==> src/rtl/out_port_fifo.sv <==
// Output port FIFO: buffers words pushed by the core for a downstream consumer.
// Registered head output, sticky overflow flag, optional hold of the last popped word.
module out_port_fifo #(
   parameter int WIDTH     = 16,
   parameter int DEPTH     = 4,
   parameter int HOLD_LAST = 1,
   localparam int AW       = $clog2(DEPTH),
   localparam int CW       = AW + 1
) (
   input  logic             clk,
   input  logic             rst_n,
   input  logic             ld_outr,
   input  logic [WIDTH-1:0] ra,
   output logic [WIDTH-1:0] out,
   output logic             out_valid,
   input  logic             out_ready,
   output logic             full,
   output logic [CW-1:0]    count,
   output logic             ovf,
   input  logic             clr_ovf
);

   logic [WIDTH-1:0] mem_q [DEPTH];
   logic [AW-1:0]    rd_ptr_q, rd_ptr_d;
   logic [AW-1:0]    wr_ptr_q, wr_ptr_d;
   logic [CW-1:0]    count_q, count_d;
   logic             ovf_q, ovf_d;
   logic [WIDTH-1:0] last_q, last_d;
   logic             push, pop, drop;

   // Handshake decode and next-state for pointers, count, flag and held word
   always_comb begin
      pop      = (count_q != '0) && out_ready;
      push     = ld_outr && ((count_q != CW'(DEPTH)) || pop);
      drop     = ld_outr && (count_q == CW'(DEPTH)) && !pop;
      rd_ptr_d = rd_ptr_q;
      wr_ptr_d = wr_ptr_q;
      count_d  = count_q;
      last_d   = last_q;
      ovf_d    = ovf_q;
      if (pop) begin
         rd_ptr_d = rd_ptr_q + AW'(1);
         last_d   = mem_q[rd_ptr_q];
      end
      if (push) begin
         wr_ptr_d = wr_ptr_q + AW'(1);
      end
      unique case ({push, pop})
         2'b10:   count_d = count_q + CW'(1);
         2'b01:   count_d = count_q - CW'(1);
         default: count_d = count_q;
      endcase
      // A same-edge overflow beats the clear so no overflow is ever lost
      if (drop) begin
         ovf_d = 1'b1;
      end else if (clr_ovf) begin
         ovf_d = 1'b0;
      end
   end

   // Control state register, cleared asynchronously
   always_ff @(posedge clk or negedge rst_n) begin
      if (!rst_n) begin
         rd_ptr_q <= '0;
         wr_ptr_q <= '0;
         count_q  <= '0;
         ovf_q    <= 1'b0;
         last_q   <= '0;
      end else begin
         rd_ptr_q <= rd_ptr_d;
         wr_ptr_q <= wr_ptr_d;
         count_q  <= count_d;
         ovf_q    <= ovf_d;
         last_q   <= last_d;
      end
   end

   // Storage array; never reset since empty-state output never reads it
   always_ff @(posedge clk) begin
      if (push) begin
         mem_q[wr_ptr_q] <= ra;
      end
   end

   // Outputs come from registered state only
   always_comb begin
      out_valid = (count_q != '0);
      full      = (count_q == CW'(DEPTH));
      count     = count_q;
      ovf       = ovf_q;
      if (count_q != '0) begin
         out = mem_q[rd_ptr_q];
      end else if (HOLD_LAST != 0) begin
         out = last_q;
      end else begin
         out = '0;
      end
   end

endmodule

==> config.mk <==
export PLATFORM = sky130hd
export DESIGN_NAME = out_port_fifo
export DESIGN_NICKNAME = d
export VERILOG_FILES = /design/src/rtl/out_port_fifo.sv
export SDC_FILE = /design/constraint.sdc
export NUM_CORES = 1
export LEC_CHECK = 0
export BUFFER_PORTS_ARGS = -buffer_cell sky130_fd_sc_hd__buf_2
export CAP_MARGIN = 25
export CORE_ASPECT_RATIO = 1.5
export CORE_MARGIN = 5
export CORE_UTILIZATION = 31
export DETAILED_ROUTE_END_ITERATION = 7
export HOLD_SLACK_MARGIN = 0.03
export PLACE_DENSITY = 0.51
export SLEW_MARGIN = 30
export SYNTH_ARGS = -nofsm -noshare
export SYNTH_HDL_FRONTEND = slang
export SYNTH_SLANG_ARGS = --single-unit
==> constraint.sdc <==
create_clock -name clk -period 4.9 [get_ports clk]
set_clock_uncertainty 0.05 [all_clocks]
set_input_delay 0.245 -clock clk [delete_from_list [all_inputs] [get_ports clk]]
set_output_delay 0.245 -clock clk [all_outputs]
set_load 0.1 [all_outputs]
# Yosys cells after proc, flatten, opt, wreduce, memory -nomap -nowiden
# Memories as Yosys holds them, arrays and structs flattened.
# Cells that the tools add are included.
word_totals:
  register_bits: 24
  ramBits: 64
  output_inout_bits: 22
  memories: 1
op_classes:
  addsub: 4
  n_eq_ne: 4
  muxes: 6
  n_reduce_logical: 9
mem_list:
  columns: ["memory", "words", "word_bits", "read_ports", "rd_clocked_by_memory_dff", "write_ports", "line_no", "text"]
  rows:
  - ["mem_q", 4, 16, 1, 0, 1, "23", "logic [WIDTH-1:0] mem_q [DEPTH];"]
ops:
  columns: ["operator", "count"]
  rows:
  - ["two-way mux 16 bit", 1]
  - ["one-hot mux 3 bit (2 select lines)", 1]
  - ["adder 2 x 1 -> 2 bit, second input constant", 2]
  - ["logical AND 1 bit", 4]
  - ["two-way mux 1 bit", 4]
  - ["nonzero test 2 bit", 2]
  - ["adder 3 x 1 -> 3 bit, second input constant", 1]
  - ["== test 3 bit, second input constant", 1]
  - ["!= test 3 bit, second input constant", 1]
  - ["nonzero test 3 bit", 1]
  - ["subtractor 3 x 1 -> 3 bit, second input constant", 1]
  - ["== test 2 x 1 -> 1 bit, second input constant", 1]
  - ["== test 2 bit, second input constant", 1]
  - ["zero test 1 bit", 1]
  - ["logical OR 1 bit", 1]

# Logic depth before layout (Yosys ltp)
depth:
  word_depth: 6
  ltp_mapped: 9
  mapped_depth_nobuf: 9

# Worst setup path before layout
# OpenSTA, ideal clock, no wires.
synth_timing:
  kind: "flip-flop to flip-flop"
  from: "register count_q[0] (netlist: count[0])"
  to: "register count_q[2] (netlist: count[2])"
  setup_time_ns: 0.164
  arrival_ns: 2.501
  setup_slack_ns: 2.185
  stages_incl_launch_ff: 10
  n_path_buf: 2
  synth_period_minus_slack_ns: 2.715
  path_cell_list: "dfrtp_1 o31a_1 buf_2 buf_4 ha_1 inv_1 fa_1 xor2_1 nor2_1 xor2_1"
synth_via:
  elab_chain_cells: 6
  elab_cells_between_ends: 11
synth_rtl:
  columns: ["element", "line_no", "text"]
  rows:
  - ["start, declared", "26", "logic [CW-1:0] count_q, count_d;"]
  - ["start signal, assigned", "72", "count_q <= count_d;"]
  - ["nonzero test 3 bit (*)", "33", "pop = (count_q != '0) && out_ready;"]
  - ["logical AND 1 bit (*)", "33", null]
  - ["net pop", "29", "logic push, pop, drop;"]
  - ["logical OR 1 bit", "34", "push = ld_outr && ((count_q != CW'(DEPTH)) || pop);"]
  - ["logical AND 1 bit", "34", null]
  - ["== test 2 x 1 -> 1 bit / == test 2 bit (equally long branches)", "48", "unique case ({push, pop})"]
  - ["one-hot mux 3 bit (2 select lines) / nonzero test 2 bit (equally long branches)", null, null]
# Mark *: on every way through the listed nets, which the timed path passes. The rest lies on a longest branch.
# A chain may end at the register's enable or synchronous reset.

# Final worst setup path
layout_timing:
  from: "register count_q[0] (netlist: count[0])"
  to: "output out[0]"
layout_via:
  elab_chain_cells: 2
layout_rtl:
  columns: ["element", "line_no", "text"]
  rows:
  - ["nonzero test 3 bit", "91", "if (count_q != '0) begin"]
  - ["two-way mux 16 bit", "91", null]
  - ["end, declared", "14", "output logic [WIDTH-1:0] out,"]
# No other way between the ends.

==> run metrics <==
Fill cells 1,068; Post-Syn Nets 205; Root Buffer clkbuf_16; Layout Nets 252; Core ar. 11,500 um^2; overall die width 98.2 um; routed wl met2 3440 um; Post-Synthesis Cells 178; Max transition margin 39.0%; dpl hpwl 4090 um; CTS tree done; status finished, final reports clean; IO Port Bufs 42; FF-to-FF path depth 9; Rows 48; height of the die 142 um; period utilization 54.0%; most common cell in the netlist edfxtp_1; r2r endpoint count[2]; wire length of the first global-routing pass 10,500 um; Max Fclk 0.378 GHz; Synth-to-Final Area Change 17.7%; crit path cell chain or3_1 > mux2_2 > buf_2; flop-to-flop setup slack 2.54 ns; Final ANT Viol Nets 0; hold crit path type in2reg; Initial DRC Count 53; Final Setup Violations 0; # clock sinks 88; Async S/R FF share, synth 27.3%; Synth area leaders edfxtp_1, dfrtp_1, mux2_2; Worst setup EP type output port; synth unique cells 25; CP Max Fanout 17; max cap viols 0; RePlAce Congestion 0.657; post-CTS setup buffers 0; final max-slew violation count 0; cts bufs inserted 9; Slowest-stage cell, CP or3_1; worst path arrival time 2.35 ns; H-tree depth 3; Synth top cells by count edfxtp_1, mux2_2, dfrtp_1, mux4_1, mux4_2; DRT Pass-1 Iters 4; Initial Utilization 31.5%; GRT Total Usage 10.0%; Synth warnings 0; worst skew pair latency 0.33 ns; number of flops mapped to enable cells by yosys 64; post-synthesis sequential area ratio 69.8%; Highest Signal Layer met4; total gr overflow 0; pin count of the biggest net entering global routing 25; vias in the first global route 1,946; WL final 6350 um; post_cts resized 0; DR vias/cell 4.44; CTS Buffer Depth 2; Fin Setup TNS 0 ns; Critical Path Sink out[0]; worst slew pin tran 0.914 ns; full die area 14,000 um^2; DR vias 1,686; minimum clock period 2.65 ns; initial antenna violation count 0; Syn Area/Cell 20.3 um^2; cts hold-fix bufs 1; post-synth top area share 53.2%; wl on met1 2570 um; Yosys top cell by area edfxtp_1; Crit Path Category reg2out; routed wl met3 191 um; worst hold margin 0.0533 ns; ys flop type edfxtp_1; #FFs+latches synth 88; Final Hold Viols 0; DRC 0; I/O Pins 43; CTS clk-pin slew, worst paths 0.06 ns; CP Launch Type flop; Worst Path Required 4.61 ns; fraction of layout cells with a size suffix above 1 43.0%; Cell Area, Synth 3610 um^2; CP max stage delay 0.78 ns; # diodes 0; routed len/inst 16.7 um; hold path start clr_ovf; RSZ-0062 raised after global routing false; origin of the worst setup path count[0]; Reg2Reg Launch Point count[0]
worst min-delay path by stage:
stage                       end  slack (ns)  cells after the start
global route        mem_q[3][3]        0.07                      1
CTS                         ovf        0.04                      2
finish                      ovf        0.05                      2
detailed placement    last_q[6]        0.25                      1
global placement      last_q[6]        0.24                      1
floorplan              count[0]       -0.10                      0
sequential cells by signal (all words and copies together) (netlist names):
register,count
mem_q,64
last_q,16
wr_ptr_q,2
ovf,1
rd_ptr_q,2
count,3
through the flow:
stage / utilization [%] / area (um^2) / cells / setup WS [ns]
after global placement: 34.4 / 3940 / 363 / 2.21
final: 37.1 / 4250 / 380 / 2.25
after CTS: 37.1 / 4250 / 380 / 2.21
after detailed placement: 34.4 / 3940 / 363 / 2.49
after global routing: 37.1 / 4250 / 380 / 2.13
after floorplan: - / 3610 / 178 / 2.19
area by class of cell:
| type | count | area [um^2] | area share (%) |
|---|---|---|---|
| clock buffer | 13 | 260 | 6.12 |
| clock inverter | 3 | 40.0 | 0.941 |
| inverter | 7 | 26.3 | 0.618 |
| multi-input combinational | 75 | 988 | 23.2 |
| sequential | 88 | 2520 | 59.3 |
| tap | 150 | 188 | 4.41 |
| timing repair buffer | 44 | 228 | 5.35 |
per-layer routing:
metal  vias up  GRT usage, %
li1        786             -
met3         9          2.80
met1       864          11.0
met5         -             0
met4         0          4.75
met2        27          17.9
critical path: cells and delay by family (launching register included):
family	cells	cell delay [ns]
multiplexers	1	0.37
flip-flops	1	0.44
AND/OR/NAND/NOR	1	0.78
buffers and inverters	1	0.42
cells by family (layout without fill, tap and decap cells):
kind of cell	after synthesis	after routing	share of synthesized area [%]
compound gates	2	2	0.381
mux	50	50	21.5
buf+inv	15	67	2.84
simple gates	11	11	1.77
fa+ha+maj	6	6	2.29
xor+xnor	6	6	1.45
flops	88	88	69.8
layout by cell type (no fill, tap or decap), drive strengths merged, types with 2 or more instances in the layout:
cell type,n
buf,43
and2,4
mux4,16
clkinv,2
ha,5
edfxtp,64
clkbuf,13
nand2,2
xnor2,3
dfrtp,24
inv,7
xor2,3
mux2,33
Power is left out: the tool's default activity adds up to more than one toggle a clock period on the data nets, which glitch-free logic cannot reach.
